$ cat config.mk
export PLATFORM = sky130hd
export DESIGN_NAME = lvds_tx_flat
export DESIGN_NICKNAME = d
export VERILOG_FILES = /design/src/rtl/lvds_tx_pkg.sv /design/src/rtl/lvds_tx_if.sv /design/src/rtl/lvds_tx.sv /design/src/flat_wrapper.sv
export SDC_FILE = /design/constraint.sdc
export NUM_CORES = 1
export LEC_CHECK = 0
export ABC_AREA = 1
export CAP_MARGIN = 20
export CORE_UTILIZATION = 45
export DETAILED_ROUTE_END_ITERATION = 7
export GPL_ROUTABILITY_DRIVEN = 0
export GPL_TIMING_DRIVEN = 1
export HOLD_SLACK_MARGIN = 0.06
export PLACE_DENSITY_LB_ADDON = 0.1
export RECOVER_POWER = 25
export SYNTH_ARGS = -nofsm -noshare
export SYNTH_HDL_FRONTEND = slang
export SYNTH_SLANG_ARGS = --single-unit
$ cat constraint.sdc
create_clock -name i_ddr_clk -period 2 [get_ports i_ddr_clk]
set_input_delay 0.2 -clock i_ddr_clk [delete_from_list [all_inputs] [get_ports i_ddr_clk]]
set_output_delay 0.2 -clock i_ddr_clk [all_outputs]
set_load 0.02 [all_outputs]
$ cat src/rtl/lvds_tx_pkg.sv
// lvds_tx shared definitions
// sync patterns, frame geometry, FSM encodings, frame builders
package lvds_tx_pkg;

  localparam logic [1:0] SYNC_I_DEF = 2'b10;
  localparam logic [1:0] SYNC_Q_DEF = 2'b01;

  localparam int         FRAME_BITS   = 32;
  localparam logic [3:0] PHASE_DECIDE = 4'd14;
  localparam logic [3:0] PHASE_LAST   = 4'd15;

  localparam logic [31:0] SYNC_MASK = 32'hC000_C000;

  typedef enum logic [1:0] {
    ST_IDLE = 2'd0,
    ST_PRE  = 2'd1,
    ST_TX   = 2'd2
  } state_t;

  // what the next frame boundary loads
  typedef enum logic [1:0] {
    NXT_FIFO,
    NXT_TEST,
    NXT_ZERO,
    NXT_STOP
  } nxt_t;

  function automatic logic [31:0] zero_frame(
    input logic [1:0] si,
    input logic [1:0] sq
  );
    return {si, 14'b0, sq, 14'b0};
  endfunction

  function automatic logic [31:0] force_sync(
    input logic [31:0] w,
    input logic [1:0]  si,
    input logic [1:0]  sq
  );
    return (w & ~SYNC_MASK) | zero_frame(si, sq);
  endfunction

  function automatic logic [31:0] ramp_frame(
    input logic [12:0] r,
    input logic [1:0]  si,
    input logic [1:0]  sq
  );
    return {si, r, 1'b0, sq, ~r, 1'b0};
  endfunction

endpackage

$ cat src/rtl/lvds_tx_if.sv
// lvds_tx FIFO read port
// master = serializer pulling words, slave = TX FIFO
interface lvds_tx_if;
  logic        i_fifo_empty;
  logic [31:0] i_fifo_data;
  logic        o_fifo_pull;

  modport master (
    input  i_fifo_empty,
    input  i_fifo_data,
    output o_fifo_pull
  );

  modport slave (
    output i_fifo_empty,
    output i_fifo_data,
    input  o_fifo_pull
  );
endinterface

$ cat src/rtl/lvds_tx.sv
// lvds_tx: 32-bit I/Q frame serializer, 2 bits per clock
// frame-atomic, forced sync bits, zero frame on underrun
module lvds_tx
  import lvds_tx_pkg::*;
#(
  parameter logic [1:0] SYNC_I     = SYNC_I_DEF,
  parameter logic [1:0] SYNC_Q     = SYNC_Q_DEF,
  parameter int         UNDR_CNT_W = 8
) (
  input  logic                  i_ddr_clk,
  input  logic                  i_rst,
  input  logic                  i_tx_enable,
  input  logic                  i_test_mode,
  lvds_tx_if.master             fifo,
  output logic [1:0]            o_ddr_data,
  output logic                  o_tx_active,
  output logic                  o_underrun,
  output logic [UNDR_CNT_W-1:0] o_underrun_count,
  output logic [1:0]            o_debug_state
);

  state_t                state;
  nxt_t                  nxt;
  logic [3:0]            phase;
  logic [FRAME_BITS-1:0] sr;
  logic [12:0]           ramp;
  logic                  idle_go;
  logic                  decide;
  logic                  pull;
  logic [FRAME_BITS-1:0] load_word;

  // start condition and FIFO read strobe (data arrives next cycle)
  always_comb begin
    idle_go = i_tx_enable & (i_test_mode | ~fifo.i_fifo_empty);
    decide  = (state == ST_TX) & (phase == PHASE_DECIDE);
    pull    = 1'b0;
    if (state == ST_IDLE)
      pull = idle_go & ~i_test_mode;
    else if (decide)
      pull = i_tx_enable & ~i_test_mode & ~fifo.i_fifo_empty;
    pull = pull & ~i_rst;
  end

  // word loaded into the shift register at a frame boundary
  always_comb begin
    load_word = force_sync(fifo.i_fifo_data, SYNC_I, SYNC_Q);
    unique case (1'b1)
      nxt == NXT_TEST: load_word = ramp_frame(ramp, SYNC_I, SYNC_Q);
      nxt == NXT_ZERO: load_word = zero_frame(SYNC_I, SYNC_Q);
      default: ;
    endcase
  end

  // FSM, phase counter, shift register and status flags
  always_ff @(posedge i_ddr_clk or posedge i_rst) begin
    if (i_rst) begin
      state            <= ST_IDLE;
      nxt              <= NXT_STOP;
      phase            <= 4'd0;
      sr               <= '0;
      ramp             <= 13'd0;
      o_tx_active      <= 1'b0;
      o_underrun       <= 1'b0;
      o_underrun_count <= '0;
    end else begin
      o_underrun <= 1'b0;
      unique case (state)
        ST_IDLE: begin
          if (idle_go) begin
            state <= ST_PRE;
            nxt   <= i_test_mode ? NXT_TEST : NXT_FIFO;
            ramp  <= 13'd0;
          end
        end
        ST_PRE: begin
          state       <= ST_TX;
          phase       <= 4'd0;
          sr          <= load_word;
          o_tx_active <= 1'b1;
          if (nxt == NXT_TEST)
            ramp <= ramp + 13'd1;
        end
        ST_TX: begin
          phase <= phase + 4'd1;
          sr    <= {sr[FRAME_BITS-3:0], 2'b00};
          if (decide) begin
            if (!i_tx_enable)
              nxt <= NXT_STOP;
            else if (i_test_mode)
              nxt <= NXT_TEST;
            else if (fifo.i_fifo_empty)
              nxt <= NXT_ZERO;
            else
              nxt <= NXT_FIFO;
          end
          if (phase == PHASE_LAST) begin
            if (nxt == NXT_STOP) begin
              state       <= ST_IDLE;
              sr          <= '0;
              o_tx_active <= 1'b0;
            end else begin
              sr <= load_word;
              if (nxt == NXT_TEST)
                ramp <= ramp + 13'd1;
              if (nxt == NXT_ZERO) begin
                o_underrun <= 1'b1;
                if (~&o_underrun_count)
                  o_underrun_count <= o_underrun_count
                                    + UNDR_CNT_W'(1);
              end
            end
          end
        end
        default: state <= ST_IDLE;
      endcase
    end
  end

  assign fifo.o_fifo_pull = pull;
  assign o_ddr_data       = sr[FRAME_BITS-1:FRAME_BITS-2];
  assign o_debug_state    = state;

endmodule
$ cat src/flat_wrapper.sv
// flat-port wrapper written by rule: the top's interface ports become plain ports
module lvds_tx_flat import lvds_tx_pkg::*;
#(
  parameter logic [1:0] SYNC_I     = SYNC_I_DEF,
  parameter logic [1:0] SYNC_Q     = SYNC_Q_DEF,
  parameter int         UNDR_CNT_W = 8
)
  (i_ddr_clk, i_rst, i_tx_enable, i_test_mode, o_ddr_data, o_tx_active, o_underrun, o_underrun_count, o_debug_state, fifo_i_fifo_empty, fifo_i_fifo_data, fifo_o_fifo_pull);
  lvds_tx_if fifo_i ();
  input  logic i_ddr_clk;
  input  logic i_rst;
  input  logic i_tx_enable;
  input  logic i_test_mode;
  output logic [1:0] o_ddr_data;
  output logic o_tx_active;
  output logic o_underrun;
  output logic [UNDR_CNT_W-1:0] o_underrun_count;
  output logic [1:0] o_debug_state;
  input wire logic [$bits(fifo_i.i_fifo_empty)-1:0] fifo_i_fifo_empty;
  input wire logic [$bits(fifo_i.i_fifo_data)-1:0] fifo_i_fifo_data;
  output wire logic [$bits(fifo_i.o_fifo_pull)-1:0] fifo_o_fifo_pull;
  assign fifo_i.i_fifo_empty = fifo_i_fifo_empty;
  assign fifo_i.i_fifo_data = fifo_i_fifo_data;
  assign fifo_o_fifo_pull = fifo_i.o_fifo_pull;
  lvds_tx #(.SYNC_I(SYNC_I), .SYNC_Q(SYNC_Q), .UNDR_CNT_W(UNDR_CNT_W)) u_core (.i_ddr_clk(i_ddr_clk), .i_rst(i_rst), .i_tx_enable(i_tx_enable), .i_test_mode(i_test_mode), .fifo(fifo_i), .o_ddr_data(o_ddr_data), .o_tx_active(o_tx_active), .o_underrun(o_underrun), .o_underrun_count(o_underrun_count), .o_debug_state(o_debug_state));
endmodule
==> run metrics <==
initial antenna violation count=0; final hold violations=0; Leak=1.99 nW; H-tree depth=3; CP arrival=1650 ps; grt ovf=0; #FFs+latches synth=63; post-route core utilization=56.7%; most common cell after layout, fill and taps aside=nand2_1; pin count of the biggest net entering global routing=41; slew margin rel.=11.7%; clock slew at reported path FFs=70 ps; I/O Buffers=47; full die area=8400 µm²; die height=91.6 µm; fin crit share=92.7%; Slew Limit Fails=0; Final Critical Period=1850 ps; Worst Tran Pin Value=1320 ps; fin nets=578; DR pass1 iterations=6; first-pass GRT wire length=15100 µm; crit path kind=reg -> out; share of cells above drive strength 1=8.99%; max_cap viols=0; crit path launch type=register; Post-Route Setup TNS=0 ps; DRC Markers=0; syn_area_per_cell=7.53 µm²; post-synthesis cell area=3610 µm²; DRT iter0 DRCs=193; Req. time, crit path=1800 ps; placed cells=620; Seq. cell area=1580 µm²; initial core utilization=46.5%; Achievable Freq=0.539 GHz; syn nets=529; Vias/cell=5.25; Num CTS Buffers=9; vias in the first global route=3173; Post-Layout Cell Count=636; Area Overhead vs Synth=21.9%; antenna viol nets, final=0; most frequent cells in the layout=141 x nand2_1, 61 x dfrtp_1, 48 x nor2_1; Post-DP HPWL=6390 µm; Post-Syn Instances=480; hold crit path type=in -> reg; multi-input logic area=1780 µm²; CTS tree=built; wire per inst=13.9 µm; peak supply drop=0.936 mV; core area=7770 µm²; Hold-fix buffers, CTS=0; clock skew=5.86 ps; row count=32; Ports=52; YS warnings=0; Die Wd=91.6 µm; Seq/Total Area, Yosys=43.7%; total clock sinks=63; Bufs on Longest Clock Path=2; Root Driver=clkbuf_8; Final setup viols=0; worst skew pair latency=340 ps; CP endpoint kind=output port; hold_ws=445 ps; diode count=0; routed wire length=8810 µm; routed vias=3336; status=finished, final reports clean; fill count=736; Distinct cells, synth=33; RSZ-0062 raised after global routing=false; Cell Pwr Density=1550 nW/µm²; Total GRT Usage=23.0%; crit path max fanout=4
final cells by class:
cell class                 count  share of cell area, %
sequential                    63                   35.8
clock inverter                 5                   1.28
multi-input combinational    357                   40.3
tap                          102                   2.90
timing repair buffer          60                   12.9
inverter                      38                   3.29
clock buffer                  11                   3.44
through the flow:
stage                     power (mW)  cell area [µm²]  setup slack [ps]
after floorplan                 4.71             3610               209
final                           6.85             4410               145
after global placement          5.65             4230               116
after global routing            7.49             4410              34.4
after CTS                       6.90             4440             0.604
after detailed placement        5.73             4230              86.7
Yosys cell counts, drive strengths merged:
cell	n	share of area, %
nor3	1	0.14
a211oi	2	0.42
ha	12	4.2
buf	15	2.4
dfstp	2	1.5
clkbuf	7	0.73
o21ai	45	7.1
dfrtp	61	42
nand4	9	1.6
nor2	49	5.5
nand3	27	4.1
xnor2	4	0.97
nand2	142	15
nor4	1	0.17
a22oi	6	1.2
o22ai	1	0.17
xor2	4	0.97
inv	38	4.0
a21oi	47	6.5
and3	1	0.17
or2	2	0.35
o211ai	4	0.83
worst paths after layout:
path                            depth (start not counted)  slack (ps)                 start          endpoint
worst max-delay path                                    6         150       u_core.phase[0]  fifo_o_fifo_pull
worst min-delay path                                    3         440  fifo_i_fifo_data[16]     u_core.sr[16]
worst max register to register                          7         180         u_core.nxt[0]     u_core.sr[18]
worst min register to register                          2         490         u_core.sr[30]     u_core.sr[30]
max in group asynchronous                               3         420                 i_rst     u_core.sr[15]
min in group asynchronous                               3         680                 i_rst      u_core.sr[6]
per-layer routing:
metal / vias up / global-route usage, % / part of all wire [%]
met5: - / 0 / 0
li1: 1665 / - / -
met2: 84 / 34.8 / 45
met1: 1576 / 32.6 / 48
met4: 0 / 8.20 / 1.2
met3: 11 / 4.64 / 5.8
flip-flops by register name, summed over array words and instances, names as in the netlist:
register                 flops
u_core.nxt                   2
u_core.o_debug_state         2
u_core.o_tx_active           1
u_core.o_underrun            1
u_core.o_underrun_count      8
u_core.phase                 4
u_core.ramp                 13
u_core.sr                   32
where the power goes:
| group | switching [mW] | total (mW) | internal [mW] | leakage, nW |
|---|---|---|---|---|
| Combinational | 2.41 | 3.72 | 1.31 | 1.09 |
| Clock | 0.515 | 1.16 | 0.641 | 0.105 |
| Sequential | 0.245 | 1.97 | 1.73 | 0.792 |
| Total | 3.17 | 6.85 | 3.68 | 1.99 |
cells by family after synthesis:
group	after synthesis	synth area share, %
AO/OA/AOI/OAI	105	16.2
XOR/XNOR	8	1.94
adder cells (fa/ha/maj)	12	4.15
buffers and inverters	60	7.17
flip-flops	63	43.7
AND/OR/NAND/NOR	232	26.8
worst max-delay path, stage by stage (launching register included):
cell and delay (ps):
dfrtp_1 390, inv_1 110, ha_1 150, and3_1 190, nand2_1 60, a211oi_1 210, clkbuf_2 210
what timing repair did:
item / 4_1_cts / 5_1_grt
gates resized for setup: 1 / 3
cloned: 0 / 0
pin swaps: 0 / 0
setup endpoints to repair: 1 / 1
setup buffers: 0 / 0
Power figures use the tool's default switching activity.
